File: config.mk
export PLATFORM = sky130hd
export DESIGN_NAME = veto_trigger_gate
export DESIGN_NICKNAME = d
export VERILOG_FILES = /design/src/rtl/veto_trigger_gate.sv
export SDC_FILE = /design/constraint.sdc
export NUM_CORES = 1
export LEC_CHECK = 0
export BUFFER_PORTS_ARGS = -buffer_cell sky130_fd_sc_hd__buf_2
export CORE_AREA = 4 4 69 96
export DETAILED_ROUTE_END_ITERATION = 10
export DIE_AREA = 0 0 73 100
export GPL_TIMING_DRIVEN = 1
export PLACE_DENSITY = 0.7
export SYNTH_ARGS = -nofsm -noshare
export SYNTH_HDL_FRONTEND = slang
export SYNTH_SLANG_ARGS = --single-unit
File: constraint.sdc
create_clock -name clk -period 5.2 [get_ports clk]
set_input_delay 0.52 -clock clk [delete_from_list [all_inputs] [get_ports clk]]
set_output_delay 0.52 -clock clk [all_outputs]
set_load 0.01 [all_outputs]
File: src/rtl/veto_trigger_gate.sv
// Veto-gated trigger: opens a coincidence window on each fresh hit edge, fires a
// fixed-width pulse unless a masked veto is seen, then holds off for a dead time.
module veto_trigger_gate #(
  parameter int NCH       = 8,
  parameter int WIN_W     = 4,
  parameter int PULSE_LEN = 4,
  parameter int DEAD_LEN  = 16,
  parameter int CNT_W     = 16
) (
  input  logic             clk,
  input  logic             rst,
  input  logic             hit_dly,
  input  logic [NCH-1:0]   veto_in,
  input  logic [NCH-1:0]   veto_mask,
  input  logic [WIN_W-1:0] win_len,
  input  logic             cnt_clr,
  output logic             trig_out,
  output logic             veto_flag,
  output logic             busy,
  output logic [CNT_W-1:0] trig_cnt,
  output logic [CNT_W-1:0] veto_cnt
);

  localparam int PW  = (PULSE_LEN > 1) ? $clog2(PULSE_LEN) : 1;
  localparam int DW  = (DEAD_LEN > 1) ? $clog2(DEAD_LEN) : 1;
  localparam int CW0 = (PW > DW) ? PW : DW;
  localparam int CW  = (CW0 > WIN_W) ? CW0 : WIN_W;

  localparam logic [CW-1:0] PULSE_RELOAD = CW'(PULSE_LEN - 1);
  localparam logic [CW-1:0] DEAD_RELOAD  = CW'(DEAD_LEN - 1);

  typedef enum logic [1:0] {
    IDLE   = 2'd0,
    WINDOW = 2'd1,
    FIRE   = 2'd2,
    DEAD   = 2'd3
  } state_t;

  function automatic logic [CNT_W-1:0] sat_inc(input logic [CNT_W-1:0] v,
                                               input logic inc,
                                               input logic clr);
    if (clr)
      return '0;
    else if (inc && (v != {CNT_W{1'b1}}))
      return v + 1'b1;
    else
      return v;
  endfunction

  state_t           state_q, state_d;
  logic [CW-1:0]    cnt_q, cnt_d;
  logic             vseen_q, vseen_d;
  logic             trig_q, trig_d;
  logic             flag_q, flag_d;
  logic             busy_q;
  logic             hit_prev_q;
  logic [NCH-1:0]   veto_s1_q, veto_s2_q;
  logic [CNT_W-1:0] trig_cnt_q, veto_cnt_q;
  logic             inc_trig, inc_veto;
  logic             hit_rise, vmask, v_now;

  // Stage 0: veto synchronizer and hit edge detect
  always_ff @(posedge clk) begin
    if (rst) begin
      veto_s1_q  <= '0;
      veto_s2_q  <= '0;
      hit_prev_q <= 1'b1;
    end else begin
      veto_s1_q  <= veto_in;
      veto_s2_q  <= veto_s1_q;
      hit_prev_q <= hit_dly;
    end
  end

  assign vmask    = |(veto_s2_q & veto_mask);
  assign hit_rise = hit_dly & ~hit_prev_q;
  assign v_now    = vseen_q | vmask;

  always_comb begin
    state_d  = state_q;
    cnt_d    = cnt_q;
    vseen_d  = vseen_q;
    trig_d   = trig_q;
    flag_d   = 1'b0;
    inc_trig = 1'b0;
    inc_veto = 1'b0;
    case (state_q)
      IDLE: begin
        trig_d = 1'b0;
        if (hit_rise) begin
          cnt_d              = '0;
          cnt_d[WIN_W-1:0]   = win_len;
          vseen_d            = vmask;
          state_d            = WINDOW;
        end
      end
      WINDOW: begin
        if (cnt_q != '0) begin
          cnt_d   = cnt_q - 1'b1;
          vseen_d = v_now;
        end else if (v_now) begin
          flag_d   = 1'b1;
          inc_veto = 1'b1;
          cnt_d    = DEAD_RELOAD;
          state_d  = DEAD;
        end else begin
          trig_d   = 1'b1;
          inc_trig = 1'b1;
          cnt_d    = PULSE_RELOAD;
          state_d  = FIRE;
        end
      end
      FIRE: begin
        if (cnt_q == '0) begin
          trig_d  = 1'b0;
          cnt_d   = DEAD_RELOAD;
          state_d = DEAD;
        end else begin
          cnt_d = cnt_q - 1'b1;
        end
      end
      DEAD: begin
        if (cnt_q == '0)
          state_d = IDLE;
        else
          cnt_d = cnt_q - 1'b1;
      end
      default: begin
        trig_d  = 1'b0;
        state_d = IDLE;
      end
    endcase
  end

  // Stage 1: FSM state, registered outputs and counters
  always_ff @(posedge clk) begin
    if (rst) begin
      state_q    <= IDLE;
      cnt_q      <= '0;
      vseen_q    <= 1'b0;
      trig_q     <= 1'b0;
      flag_q     <= 1'b0;
      busy_q     <= 1'b0;
      trig_cnt_q <= '0;
      veto_cnt_q <= '0;
    end else begin
      state_q    <= state_d;
      cnt_q      <= cnt_d;
      vseen_q    <= vseen_d;
      trig_q     <= trig_d;
      flag_q     <= flag_d;
      // Stays high one cycle past DEAD so the readout sees the full hold-off.
      busy_q     <= (state_d != IDLE) || (state_q != IDLE);
      trig_cnt_q <= sat_inc(trig_cnt_q, inc_trig, cnt_clr);
      veto_cnt_q <= sat_inc(veto_cnt_q, inc_veto, cnt_clr);
    end
  end

  assign trig_out  = trig_q;
  assign veto_flag = flag_q;
  assign busy      = busy_q;
  assign trig_cnt  = trig_cnt_q;
  assign veto_cnt  = veto_cnt_q;

endmodule

Yosys cells after proc, flatten, opt, wreduce, memory -nomap -nowiden
Cells that the tools add are included.
- add/sub/neg operators: 3
- equality and inequality tests: 11
- muxes and demuxes: 25
- bitwise gates (word level): 4
- reductions and logical operators: 15
- operator list (cell ; count):
    adder 16 x 1 -> 16 bit, second input constant ; 2
    inequality test 16 bit, second input constant ; 2
    2-to-1 mux 4 bit ; 5
    case mux 4 bit (4 select lines) ; 1
    2-to-1 mux 1 bit ; 12
    inequality test 2 bit, second input constant ; 6
    bitwise AND 8 bit ; 1
    2-to-1 mux 2 bit ; 4
    case mux 2 bit (4 select lines) ; 1
    OR reduction 8 bit ; 1
    nonzero test 2 bit ; 3
    == test 2 bit, second input constant ; 2
    logical NOT 4 bit ; 1
    AND reduction 4 bit ; 1
    nonzero test 4 bit ; 1
    subtractor 4 x 1 -> 4 bit, second input constant ; 1
    case mux 1 bit (3 select lines) ; 1
    AND reduction 3 bit ; 1
    nonzero test 3 bit ; 1
    == test 2 x 1 -> 1 bit, second input constant ; 1
    logical AND 1 bit ; 2
    logical NOT 2 bit ; 1
    case mux 1 bit (2 select lines) ; 1
    AND reduction 2 bit ; 1
    other kinds (5) ; 5
- register bits after elaboration: 59
- bits of input ports: 24
- output and inout port bits: 35
- logic and storage cells: 69

Logic depth before layout (Yosys ltp)
Gate-level depths: netlist of the first run.
- word-level depth: 8
- depth in mapped cells: 8
- gate-level depth less buffers: 7

Worst setup path before layout of the first run
OpenSTA, ideal clock, no wires.
- path type: reg-to-reg
- start point: register cnt_q[0]
- end point: register trig_cnt_q[8], in the netlist trig_cnt[8]
- setup time: 71 ps
- arrival: 1793 ps
- required time: 5129 ps
- slack: 3336 ps
- cell stages (with the launch flop): 8
- buffers on the path: 0
- period minus slack after synthesis: 1864 ps
- cells stage by stage: dfxtp_1 > inv_1 > ha_1 > nand4bb_4 > nor4b_4 > nand3_2 > or4_1 > a21oi_1
- word-level cells in the longest chain between the ends: 4
- ends and longest elaborated chain (item ; line ; source):
    start, declared ; 51 ; logic [CW-1:0] cnt_q, cnt_d;
    start signal, assigned ; 148 ; cnt_q <= cnt_d;
    nonzero test 4 bit ; 98 ; if (cnt_q != '0) begin
    2-to-1 mux 1 bit ; 98 ;
    2-to-1 mux 1 bit ; 87 ; case (state_q)
    logical AND 1 bit ; 44 ; else if (inc && (v != {CNT_W{1'b1}}))
    end signal, assigned ; 154 ; trig_cnt_q <= sat_inc(trig_cnt_q, inc_trig, cnt_clr);
    end, declared ; 58 ; logic [CNT_W-1:0] trig_cnt_q, veto_cnt_q;
Every way passes these cells.
A chain may end at the register's enable or synchronous reset.

Worst setup path in the final report of the first run
- start point: register cnt_q[0]
- end point: register trig_cnt_q[7], in the netlist trig_cnt[7]
The elaborated chain is that of the path after synthesis.

==> reports/results.tsv, run 1 <==
metric	value	unit
gp_congestion	0.830	
areaGrowthSynthToFinish	19.5	%
power	1.06	mW
p_leak	1.22	nW
slew_headroom	0.554	
clk_pin_slew_worst_paths	0.08	ns
drc	0	
hold_buffers	0	
crit_required	5.46	ns
stdcell_area	3230	um^2
tns	0	ns
drive_gt1_frac	0.219	
antenna_found_initial	0	
r2r_start	cnt_q[0]$_SDFFE_PP0P_	
yosysWarningCount	0	
start_kind	register	
status	finished clean	
n_fill_cell	551	
ir_drop	0.000310	V
crit_type	reg -> reg	
cts_resized	0	
seqPwrFrac	0.470	
ios	59	
clock-sinks	59	
endpoint_kind	register	
crit_fanout	13	
finalCriticalPeriod	2.18	ns
detail-route-antenna-nets	0	
worstMarginPinSlew	0.669	ns
arrival	2.45	ns
syn_avg_cell_area	8.47	um^2
die_x	73	um
grt_util_all_layers	0.171	
initial_core_util	0.464	
synthDistinctLibCells	41	
antenna_cells	0	
core-area	5820	um^2
cpLargestDelayFamily	simple AND/OR/NAND/NOR gates	
fin_worst_skew	0.00994	ns
cts_tree	built	
dp.final_hpwl	4310	um
synth_area	2700	um^2
dp.cells	433	
hold_slack	0.386	ns
grt_pass1_vias	2349	
grt_pass1_wl	10100	um
cts_made_buffers	9	
ys_seq_elements	59	
crit_buf_inv	1	
place_ws	2.96	ns
syn_nets	347	
syn_inst	319	
pwr-share-clk	0.400	
drt_wl_total	6000	um
power.density	328	nW/um^2
drv_cap	0	
grt_overflow	0	
die_area	7300	um^2
max_freq	458	MHz
cpMaxStageDelayCell	or3_1	
p_sw_frac	0.281	
rows	33	
critical_path.max_stage_delay	0.42	ns
power.switching	0.298	mW
dpl_cell_area	3020	um^2
grt_max_degree	31	
rsz0062_at_grt	false	
postLayoutCoreUtil	0.554	
seqCellArea	1180	um^2
htree_levels	3	
vias	2503	
first_pass_iters	4	
cts-root-buf	clkbuf_8	
path_cells	inv_1 > ha_1 > nand4bb_4 > nor4b_4 > o211ai_2 > or3_1 > a21oi_1	
drtIter0Drc	144	
nNetsFinal	402	
timing_hold_violations_final	0	
finalMaxSlewViolations	0	
ys_seq_area_frac	0.437	
multi_input_area	1440	um^2
final_cells	449	
avgViaCountPerCell	5.57	
hold_class	in -> reg	
min-delay-start	veto_in[4]	
die_h	100	um
portBuffers	58	
setup_viol_count_final	0	
internal-power	0.762	mW
clock_latency	0.33	ns
post_cts_buffers	0	
clockBufferDepth	2	
crit_start	cnt_q[0]$_SDFFE_PP0P_	
timing.final.ws_setup	3.02	ns
power_frac_comb	0.130	
finalCritPeriodShare	0.420	
wire_per_inst	13.4	um
[Yosys cell counts]
| cell type | number | area, um^2 |
|---|---|---|
| o211ai_1 | 3 | 22.5 |
| and3_1 | 8 | 50.1 |
| nand3_2 | 1 | 10.0 |
| or3b_2 | 1 | 8.76 |
| nor3_1 | 7 | 35.0 |
| nand4bb_4 | 1 | 27.5 |
| and4_1 | 2 | 17.5 |
| a41oi_1 | 1 | 8.76 |
| nor2b_1 | 16 | 100 |
| inv_1 | 7 | 26.3 |
| buf_4 | 1 | 7.51 |
| nand4b_1 | 1 | 8.76 |
| nand3_1 | 19 | 95.1 |
| mux2i_1 | 1 | 10.0 |
| buf_2 | 1 | 5.00 |
| o21ai_0 | 28 | 140 |
| a21oi_1 | 33 | 165 |
| and4bb_2 | 1 | 12.5 |
| nor4b_4 | 1 | 23.8 |
| clkbuf_1 | 12 | 45.0 |
| a2111oi_0 | 1 | 8.76 |
| nor2_1 | 22 | 82.6 |
| o31ai_1 | 3 | 22.5 |
| dfxtp_1 | 59 | 1180 |
| ha_1 | 4 | 50.1 |
| a21o_1 | 2 | 15.0 |
| o31a_1 | 1 | 8.76 |
| nand3b_1 | 2 | 15.0 |
| nand4_1 | 8 | 50.1 |
| o211ai_2 | 2 | 25.0 |
| or4_1 | 5 | 37.5 |
| or2_2 | 2 | 12.5 |
| or3_1 | 23 | 144 |
| nand2b_1 | 4 | 25.0 |
| nor4_1 | 5 | 31.3 |
| o2111ai_1 | 1 | 8.76 |
| a31oi_1 | 1 | 6.26 |
| a22oi_1 | 5 | 37.5 |
| a311oi_1 | 1 | 8.76 |
| nand2_1 | 18 | 67.6 |
| xor2_1 | 5 | 43.8 |
[sequential cells by signal, summed over array words and instances, names as in the netlist]
| name | flops |
|---|---|
| busy | 1 |
| cnt_q | 4 |
| hit_prev_q | 1 |
| state_q | 2 |
| trig_cnt | 16 |
| trig_out | 1 |
| veto_cnt | 16 |
| veto_flag | 1 |
| veto_s1_q | 8 |
| veto_s2_q | 8 |
| vseen_q | 1 |
[metal layers]
metal,vias to the layer above,part of all wire,wire length (um),global-route usage
li1,1283,-,-,-
met1,1165,0.43,2560,0.199
met2,46,0.51,3080,0.296
met3,9,0.043,259,0.0461
met4,0,0.016,98,0.0611
met5,-,0,0,0
[area by class of cell]
type	count	area share
clock inverters	7	0.0252
clock buffers	9	0.0384
multi-input cells	239	0.445
inverters	7	0.00814
well taps	70	0.0271
repair buffers	58	0.0900
flip-flops and latches	59	0.366
[power groups by stage]
stage               clock (mW)  sequential, mW  combinational, mW
detailed placement           0           0.508              0.139
finish                   0.424           0.498              0.138
global placement             0           0.508              0.135
CTS                      0.436           0.498              0.139
floorplan                    0           0.495              0.119
global route             0.458           0.501              0.157
[worst paths after layout]
check | to | slack [ns] | depth (start not counted)
min reg2reg | veto_s2_q[4]$_SDFF_PP0_ | 0.44 | 1
max | trig_cnt[7]$_SDFFE_PP0P_ | 3.02 | 7
max reg2reg | trig_cnt[7]$_SDFFE_PP0P_ | 3.02 | 7
min | veto_s1_q[4]$_SDFF_PP0_ | 0.39 | 2
[worst reg2reg max path, stage by stage (launching register included)]
cell and delay [ns]:
dfxtp_1 0.34, inv_1 0.09, ha_1 0.24, nand4bb_4 0.19
nor4b_4 0.39, o211ai_2 0.31, or3_1 0.42, a21oi_1 0.14
[cells in the final DEF (no fill, tap or decap), types with 4 or more instances in the layout]
cell type  synthesis  layout
and3_1             8       8
nand2b_1           4       4
ha_1               4       4
dfxtp_1           59      59
nor2_1            22      22
nor2b_1           16      16
nand2_1           18      18
nand3_1           19      19
a21oi_1           33      33
o21ai_0           28      28
clkbuf_8           0       9
inv_1              7       7
or3_1             23      23
nand4_1            8       8
or4_1              5       5
a22oi_1            5       5
buf_2              1      58
nor3_1             7       7
xor2_1             5       5
nor4_1             5       5
[kinds of logic (layout without fill, tap and decap cells)]
group / Yosys count / in the layout / synth area share
muxes: 1 / 1 / 0.00371
and+or+nand+nor: 147 / 147 / 0.316
AOI/OAI and AO/OA: 82 / 82 / 0.177
buffers and inverters: 21 / 81 / 0.0310
xor gates and xnor gates: 5 / 5 / 0.0162
DFF: 59 / 59 / 0.437
adders and majority gates: 4 / 4 / 0.0185
(Power assumes the default switching activity.)
==> run 2, diff against run 1 <==
==> constraint.sdc (replaced) <==
create_clock -name clk -period 2.07 [get_ports clk]
set_input_delay 0.207 -clock clk [delete_from_list [all_inputs] [get_ports clk]]
set_output_delay 0.207 -clock clk [all_outputs]
set_load 0.01 [all_outputs]
==> run 2 against run 1 <==
Effect of this change: global-route usage up 1.8 points; final area grew 6.1%; routed wire length rose by 6.9%; flip-flop and latch count is the same.
==> reports/results.tsv, run 2 (synthesis results as in run 1) <==
metric	value	unit
nNetsFinal	424	
hold_class	in -> reg	
clock-sinks	59	
areaGrowthSynthToFinish	26.8	%
die_h	100	um
critical_path.max_stage_delay	0.36	ns
cpLargestDelayFamily	simple AND/OR/NAND/NOR gates	
antenna_cells	0	
slew_headroom	0.597	
rows	33	
grt_util_all_layers	0.189	
crit_type	reg -> reg	
clock_latency	0.34	ns
grt_pass1_wl	10900	um
portBuffers	58	
fin_worst_skew	0.00774	ns
timing_hold_violations_final	0	
detail-route-antenna-nets	0	
die_x	73	um
finalCriticalPeriod	1.95	ns
antenna_found_initial	0	
drtIter0Drc	101	
die_area	7300	um^2
cts-root-buf	clkbuf_8	
crit_required	2.27	ns
first_pass_iters	5	
dp.cells	450	
worstMarginPinSlew	0.605	ns
dpl_cell_area	3150	um^2
initial_core_util	0.464	
final_cells	471	
htree_levels	3	
grt_max_degree	31	
cts_made_buffers	9	
finalCritPeriodShare	0.944	
crit_fanout	6	
drv_cap	0	
status	finished clean	
clockBufferDepth	2	
setup_viol_count_final	0	
drt_wl_total	6410	um
drive_gt1_frac	0.274	
crit_buf_inv	2	
finalMaxSlewViolations	0	
start_kind	register	
avgViaCountPerCell	5.60	
vias	2638	
final_cell_mix	59 x dfxtp_1, 58 x buf_2, 33 x a21oi_1	
layout_commonest_cell	dfxtp_1	
ios	59	
stdcell_area	3420	um^2
wire_per_inst	13.6	um
max_freq	512	MHz
ir_drop	0.000603	V
arrival	2.15	ns
grt_pass1_vias	2379	
clk_pin_slew_worst_paths	0.07	ns
cpMaxStageDelayCell	nor4b_4	
dp.final_hpwl	4580	um
drc	0	
n_fill_cell	555	
path_cells	inv_2 > ha_4 > nand4bb_4 > nor4b_4 > nand4_1 > buf_4 > o21ai_0 > a21oi_1	
core-area	5820	um^2
endpoint_kind	register	
p_leak	1.34	nW
gp_congestion	0.808	
grt_overflow	0	
power.density	793	nW/um^2
hold_slack	0.0698	ns
cts_tree	built	
[run 2: cell types whose count changed in the layout (fill, tap and decap cells not counted), moves of 2 or more]
cell / before / now
buf_4: 0 / 22
clkinvlp_4: 1 / 3
inv_1: 7 / 5
inv_2: 0 / 2
inv_6: 3 / 0
[run 2: cell type report]
| class | instances | area (um^2) | area share |
|---|---|---|---|
| clock inverter | 7 | 78.8 | 0.0230 |
| multi-input combinational | 239 | 1470 | 0.430 |
| timing repair buffer | 80 | 455 | 0.133 |
| clock buffer | 9 | 124 | 0.0362 |
| tap | 70 | 87.6 | 0.0256 |
| sequential | 59 | 1180 | 0.345 |
| inverter | 7 | 26.3 | 0.00767 |
[run 2: worst reg2reg max path, cell delays in order (launching register included)]
cell and delay [ns]:
dfxtp_1 0.34, inv_2 0.09, ha_4 0.15, nand4bb_4 0.13, nor4b_4 0.36, nand4_1 0.29, buf_4 0.22, o21ai_0 0.16
a21oi_1 0.08
[run 2: where the power goes]
group	switching (mW)	leakage (nW)	internal, mW
Combinational	0.225	0.765	0.199
Sequential	0.0533	0.480	1.19
Clock	0.494	0.0916	0.560
Total	0.772	1.34	1.94
[run 2: final timing paths]
path | start | to | slack, ns | depth (start not counted)
max reg2reg | cnt_q[0]$_SDFFE_PP0P_ | trig_cnt[15]$_SDFFE_PP0P_ | 0.12 | 8
min | veto_in[2] | veto_s1_q[2]$_SDFF_PP0_ | 0.07 | 2
min reg2reg | veto_s1_q[6]$_SDFF_PP0_ | veto_s2_q[6]$_SDFF_PP0_ | 0.44 | 1
max | cnt_q[0]$_SDFFE_PP0P_ | trig_cnt[15]$_SDFFE_PP0P_ | 0.12 | 8
[run 2: routing by layer]
metal / GRT usage / routed length [um]
met5: 0 / 0
met4: 0.0838 / 124
met3: 0.0571 / 299
met2: 0.307 / 3200
met1: 0.226 / 2780
[run 2: per-stage QoR]
stage	power (mW)	setup TNS [ns]	worst slack, ns	utilization
floorplan	1.54	0	0.206	-
global placement	1.64	0	0.0837	0.541
detailed placement	1.66	-0.0276	-0.0152	0.541
CTS	2.72	0	0.00741	0.580
global route	2.85	-0.0143	-0.00761	0.588
finish	2.72	0	0.117	0.588
[run 2: what timing repair did]
item,in CTS,in global routing
hold buffers,0,0
pin swaps,2,6
setup buffers,3,2
gates resized for setup,1,7
setup endpoints to repair,5,24
gates cloned,0,0
hold endpoints to repair,0,0
